$ cat config.mk
export PLATFORM = sky130hd
export DESIGN_NAME = zacore_prefetch
export DESIGN_NICKNAME = d
export VERILOG_FILES = /design/src/rtl/zacore_common_pkg.sv /design/src/rtl/zacore_fetch_fifo.sv /design/src/rtl/zacore_prefetch.sv
export SDC_FILE = /design/constraint.sdc
export NUM_CORES = 1
export LEC_CHECK = 0
export CAP_MARGIN = 30
export CORE_MARGIN = 10
export CORE_UTILIZATION = 51
export CTS_BUF_LIST = sky130_fd_sc_hd__clkbuf_8
export DETAILED_ROUTE_END_ITERATION = 16
export PLACE_DENSITY = 0.87
export SYNTH_ARGS = -nofsm -noshare
export SYNTH_HDL_FRONTEND = slang
export SYNTH_HIERARCHICAL = 1
export SYNTH_SLANG_ARGS = --single-unit
export TNS_END_PERCENT = 5
$ cat constraint.sdc
create_clock -name i_clk -period 4.2 [get_ports i_clk]
set_input_delay 1.26 -clock i_clk [delete_from_list [all_inputs] [get_ports i_clk]]
set_output_delay 1.26 -clock i_clk [all_outputs]
set_load 0.02 [all_outputs]
$ cat src/rtl/zacore_common_pkg.sv
// Shared front-end types for the zacore pipeline: fetch/decode/execute payloads.
package zacore_common;

  localparam int unsigned XLEN = 32;

  typedef logic [XLEN-1:0] addr_t;
  typedef logic [XLEN-1:0] pc_t;
  typedef logic [XLEN-1:0] inst_t;

  typedef struct packed {
    logic valid;
    pc_t  pc;
  } datapath_info_t;

  typedef struct packed {
    datapath_info_t datapath_info;
    inst_t          inst;
  } fetch_decode_if_t;

  typedef struct packed {
    logic  branch_taken;
    addr_t branch_target;
  } execute_fetch_if_t;

  // One prefetch buffer entry: the fetched word together with its PC.
  typedef struct packed {
    pc_t   pc;
    inst_t inst;
  } fetch_entry_t;

  localparam int unsigned FETCH_ENTRY_W = $bits(fetch_entry_t);

  // Force an address onto a 4-byte instruction boundary.
  function automatic addr_t align_word(input addr_t a);
    return {a[XLEN-1:2], 2'b00};
  endfunction

endpackage

$ cat src/rtl/zacore_fetch_fifo.sv
// Instruction buffer: power-of-two circular FIFO with a separate occupancy count
// so that full and empty are distinguishable. Flush beats push and pop.
module zacore_fetch_fifo #(
  parameter int unsigned DEPTH = 4,
  parameter int unsigned WIDTH = 64
) (
  input  logic                   i_clk,
  input  logic                   i_rst,
  input  logic                   i_push,
  input  logic                   i_pop,
  input  logic                   i_flush,
  input  logic [WIDTH-1:0]       i_data,
  output logic [WIDTH-1:0]       o_data,
  output logic [$clog2(DEPTH):0] o_count
);

  localparam int unsigned PW = $clog2(DEPTH);
  localparam int unsigned CW = PW + 1;

  logic [WIDTH-1:0] r_mem [DEPTH];
  logic [PW-1:0]    r_wr_ptr;
  logic [PW-1:0]    r_rd_ptr;
  logic [CW-1:0]    r_count;

  logic w_do_push;
  logic w_do_pop;

  // Qualify requests: a flush cancels both, and overflow/underflow are blocked.
  always_comb begin
    w_do_push = i_push & ~i_flush & (r_count != CW'(DEPTH));
    w_do_pop  = i_pop  & ~i_flush & (r_count != '0);
  end

  // Pointers and count; pointers wrap naturally because DEPTH is a power of two.
  always_ff @(posedge i_clk or posedge i_rst) begin
    if (i_rst) begin
      r_wr_ptr <= '0;
      r_rd_ptr <= '0;
      r_count  <= '0;
    end else if (i_flush) begin
      r_wr_ptr <= '0;
      r_rd_ptr <= '0;
      r_count  <= '0;
    end else begin
      if (w_do_push) r_wr_ptr <= r_wr_ptr + PW'(1);
      if (w_do_pop)  r_rd_ptr <= r_rd_ptr + PW'(1);
      case ({w_do_push, w_do_pop})
        2'b10:   r_count <= r_count + CW'(1);
        2'b01:   r_count <= r_count - CW'(1);
        default: r_count <= r_count;
      endcase
    end
  end

  // Data storage is deliberately left unreset; only the pointers define validity.
  always_ff @(posedge i_clk) begin
    if (w_do_push) r_mem[r_wr_ptr] <= i_data;
  end

  // Head entry is read straight out of registered storage.
  always_comb begin
    o_data  = r_mem[r_rd_ptr];
    o_count = r_count;
  end

endmodule

$ cat src/rtl/zacore_prefetch.sv
// Prefetch stage: owns the fetch PC and memory request, feeds fetched words
// through a small buffer to decode, and handles branch redirects and flushes.
module zacore_prefetch
  import zacore_common::*;
#(
  parameter addr_t RESET_ADDR = 32'h0000_0000,
  parameter int    FIFO_DEPTH = 4
) (
  input  logic                        i_clk,
  input  logic                        i_rst,
  output logic                        o_fetch_req,
  input  logic                        i_fetch_ack,
  output logic [31:0]                 o_fetch_addr,
  input  logic [31:0]                 i_inst_read,
  output fetch_decode_if_t            o_fetch_decode_if,
  input  execute_fetch_if_t           i_execute_fetch_if,
  input  logic                        i_stall,
  input  logic                        i_invalidate,
  output logic [$clog2(FIFO_DEPTH):0] o_buf_count
);

  localparam int unsigned CW = $clog2(FIFO_DEPTH) + 1;

  pc_t          r_pc;
  logic [CW-1:0] w_count;
  logic          w_req;
  logic          w_push;
  logic          w_pop;
  logic          w_flush;
  logic          w_valid;
  fetch_entry_t  w_wr_entry;
  fetch_entry_t  w_head;

  // Request, push/pop and flush decode; a redirect or flush suppresses the request.
  always_comb begin
    w_req      = (w_count < CW'(FIFO_DEPTH)) & ~i_execute_fetch_if.branch_taken & ~i_invalidate;
    w_push     = w_req & i_fetch_ack;
    w_valid    = (w_count != '0);
    w_pop      = w_valid & ~i_stall;
    w_flush    = i_execute_fetch_if.branch_taken | i_invalidate;
    w_wr_entry = '{pc: r_pc, inst: i_inst_read};
  end

  // Fetch PC: branch target wins, invalidate holds, an accepted fetch advances.
  always_ff @(posedge i_clk or posedge i_rst) begin
    if (i_rst) begin
      r_pc <= RESET_ADDR;
    end else if (i_execute_fetch_if.branch_taken) begin
      r_pc <= align_word(i_execute_fetch_if.branch_target);
    end else if (i_invalidate) begin
      r_pc <= r_pc;
    end else if (w_push) begin
      r_pc <= r_pc + 32'd4;
    end
  end

  zacore_fetch_fifo #(
    .DEPTH (FIFO_DEPTH),
    .WIDTH (FETCH_ENTRY_W)
  ) u_fifo (
    .i_clk   (i_clk),
    .i_rst   (i_rst),
    .i_push  (w_push),
    .i_pop   (w_pop),
    .i_flush (w_flush),
    .i_data  (w_wr_entry),
    .o_data  (w_head),
    .o_count (w_count)
  );

  // Decode-facing outputs come from the buffer head; memory side from the PC.
  always_comb begin
    o_fetch_req                          = w_req;
    o_fetch_addr                         = r_pc;
    o_buf_count                          = w_count;
    o_fetch_decode_if.datapath_info.valid = w_valid;
    o_fetch_decode_if.datapath_info.pc    = w_head.pc;
    o_fetch_decode_if.inst                = w_head.inst;
  end

endmodule

==> summary.md <==
| Metric | Value |
|---|---|
| Status | `complete, no violations` |
| Critical path arrival | `2.77 ns` |
| Cell count after synthesis | `between 600 and 700` |
| Area of the core | `approximately 23000 sq um` |
| Final hold viol count | `0` |
| Final Skew | `around 0.020 ns` |
| CTS tree | `built` |
| # setup viols final | `0` |
| Layout cell share with drive strength beyond 1 | `0.193` |
| 1st-pass router iterations | `5` |
| TritonCTS Buffers | `46` |
| DR WL met3 | `1910 um` |
| RSZ-0062 raised after global routing | `false` |
| Final net count | `909` |
| CTS resizes | `0` |
| #FFs+latches synth | `293` |
| Post-DP HPWL | `17000 um` |
| Clock root cell | `clkbuf_8` |
| Row count | `55` |
| WS Path Type | `in -> out` |
| CP dominant cell by count | `clkdlybuf4s50_1` |
| Crit path capture type | `output port` |
| Async SR Flop Fraction | `0.126` |
| Fmax | `0.248 GHz` |
| Lkg Pwr | `0.00483 uW` |
| Avg WL per Cell | `22.3 um` |
| Number of buffers added on ports | `166` |
| Layout area overhead | `25.9%` |
| Initial core utilization | `0.516` |
| Max layer used | `met4` |
| GRT overflow | `0` |
| Share of the synthesized area in the top cell type | `0.660` |
| Minimum clock period | `4.03 ns` |
| GRT Resource Usage Total | `0.176` |
| Commonest cells post-synth | `edfxtp_1 (256), mux4_2 (64), dfrtp_1 (37)` |
| Vias in the first global route | `6988` |
| ANT nets after route | `0` |
| Synth Flop Type | `edfxtp_1` |
| Slew HR | `0.395` |
| Reg clk slew, reported paths | `0.06 ns` |
| Chip width | `between 150 and 200 um` |
| Final Max Tran Viols | `0` |
| Cell area after synthesis | `about 12000 sq um` |
| Initial antenna violation count | `0` |
| I/O pins | `171` |
| Hold WS | `0.595 ns` |
| Via count | `6628` |
| Post-synth top area cell | `edfxtp_1` |
| Final period utilization | `0.960` |
| Tightest Pin Transition | `0.906 ns` |
| Filler Cell Count | `1517` |
| Post-CTS setup buffers | `0` |
| Final wirelength | `25700 um` |
| Util after Layout | `0.650` |
| Worst Path Max Fanout | `2` |
| H-tree levels | `2` |
| HP Class | `reg -> reg` |
| Synth warn | `6` |
| Mean area per synthesized cell | `18.9 sq um` |
| CP cell instances | `clkdlybuf4s50_1 -> or2_2 -> nor2_1 -> clkdlybuf4s50_1` |
| Tot Pwr | `between 5000 and 6000 uW` |
| Global-route wire length before repair | `39900 um` |
| Diodes inserted | `0` |
| Top-count cell post-synth | `edfxtp_1` |
| Largest net degree at the start of global routing | `51` |
| Synth area leaders | `edfxtp_1 (66%), mux4_2 (12%), dfrtp_1 (7.9%)` |
| Max VDD drop | `0.245 mV` |
| MaxCap Viol Count | `0` |
| Placer Congestion | `roughly 0.86` |
| Via/cell ratio | `~5.8` |
| CP max stage cell | `clkdlybuf4s50_1` |
| Height of the die | `171 um` |
| Drt drc | `0` |
| Post-synth EDFFs | `256` |
| M1 WL | `10600 um` |
| DIE AREA | `29300 sq um` |
| 1st-iter DRT viols | `about 560` |
| Clock latency on the worst-skew pair | `approximately 0.54 ns` |
| Type of origin of the critical path | `primary input` |
| Clock Tree Buf Depth | `3` |
| CTS Sinks | `293` |
| Pwr dens | `slightly below 400 nW/um^2` |
| Crit path required time | `approximately 2.9 ns` |
| Distinct cells, synth | `57` |
| Post-cts hold buffer count | `0` |
| WL met2 | `12800 um` |
| Register area share after synthesis | `0.739` |
| Worst stage delay on the critical path | `0.62 ns` |
[sequential cells by signal, indices dropped and copies added, names as in the netlist]
name / count
o_fetch_addr: 30
u_fifo/o_count: 3
u_fifo/r_mem: 256
u_fifo/r_rd_ptr: 2
u_fifo/r_wr_ptr: 2
[layer usage]
| layer | track usage | up-vias |
|---|---|---|
| met1 | 0.225 | 3363 |
| met5 | 0 | - |
| met3 | 0.0488 | 30 |
| met2 | 0.291 | 279 |
| met4 | 0.0446 | 0 |
| li1 | - | 2956 |
[cells in the final DEF (no fill, tap or decap), drive strengths merged, types with 4 or more instances in the layout]
| cell type | instances |
|---|---|
| or3 | 7 |
| o21ai | 15 |
| o211ai | 6 |
| mux4 | 64 |
| nand3 | 15 |
| o31ai | 9 |
| ha | 5 |
| inv | 30 |
| conb | 10 |
| clkbuf | 51 |
| clkdlybuf4s50 | 166 |
| a31oi | 13 |
| nand2 | 30 |
| o311ai | 4 |
| nand4 | 17 |
| edfxtp | 256 |
| buf | 24 |
| and2 | 4 |
| xor2 | 6 |
| or4 | 13 |
| nor3 | 4 |
| dfrtp | 37 |
| xnor2 | 7 |
| nor2 | 22 |
| clkinv | 12 |
[power breakdown]
group / switching (uW) / internal [uW] / total, uW
sequential: 85.1 / 3220 / 3310
clock: 1020 / 1110 / 2130
combinational: 161 / 160 / 321
total: 1270 / 4490 / 5760
[logic make-up after synthesis]
family                     after synthesis  share of synthesized area
DFF                                    293                      0.739
and+or+nand+nor                        132                     0.0633
AOI/OAI and AO/OA                       60                     0.0357
buffers and inverters                   44                     0.0174
xor gates and xnor gates                13                    0.00977
adders and majority gates                6                    0.00708
other                                    1                   0.000322
muxes                                   68                      0.127
[area by class of cell]
cell class | count | area [sq um] | area share
sequential | 293 | 8620 | 0.587
multi-input combinational | 289 | 2880 | 0.196
timing repair buffer | 190 | 1940 | 0.132
clock buffer | 51 | 702 | 0.0478
tap | 285 | 357 | 0.0243
clock inverter | 30 | 125 | 0.00852
inverter | 13 | 48.8 | 0.00332
[per-stage QoR]
step	area (sq um)	instances	TNS, ns	setup WS [ns]
detailed placement	13900	1070	0	0.167
finish	14700	1151	0	0.170
global placement	13900	1070	0	0.134
CTS	14700	1151	0	0.147
global route	14700	1151	0	0.103
floorplan	11700	626	-67.45	-0.351
[critical path, delay by kind of cell]
family        cells  cell delay [ns]
buf+inv           2             1.09
simple gates      2             0.42
[worst paths after layout]
path | from | end | depth (start not counted) | slack, ns
max | i_execute_fetch_if[32] | o_fetch_req | 4 | 0.17
min | o_fetch_addr[31] | u_fifo/r_mem[2][63] | 0 | 0.60
max reg2reg | u_fifo/o_count[2] | u_fifo/r_mem[1][29] | 6 | 1.54
min reg2reg | o_fetch_addr[31] | u_fifo/r_mem[2][63] | 0 | 0.60
max in group asynchronous | i_rst | o_fetch_addr[5] | 3 | 2.36
min in group asynchronous | i_rst | u_fifo/o_count[0] | 2 | 1.02
Note: power is estimated with default switching activity, not from simulation.
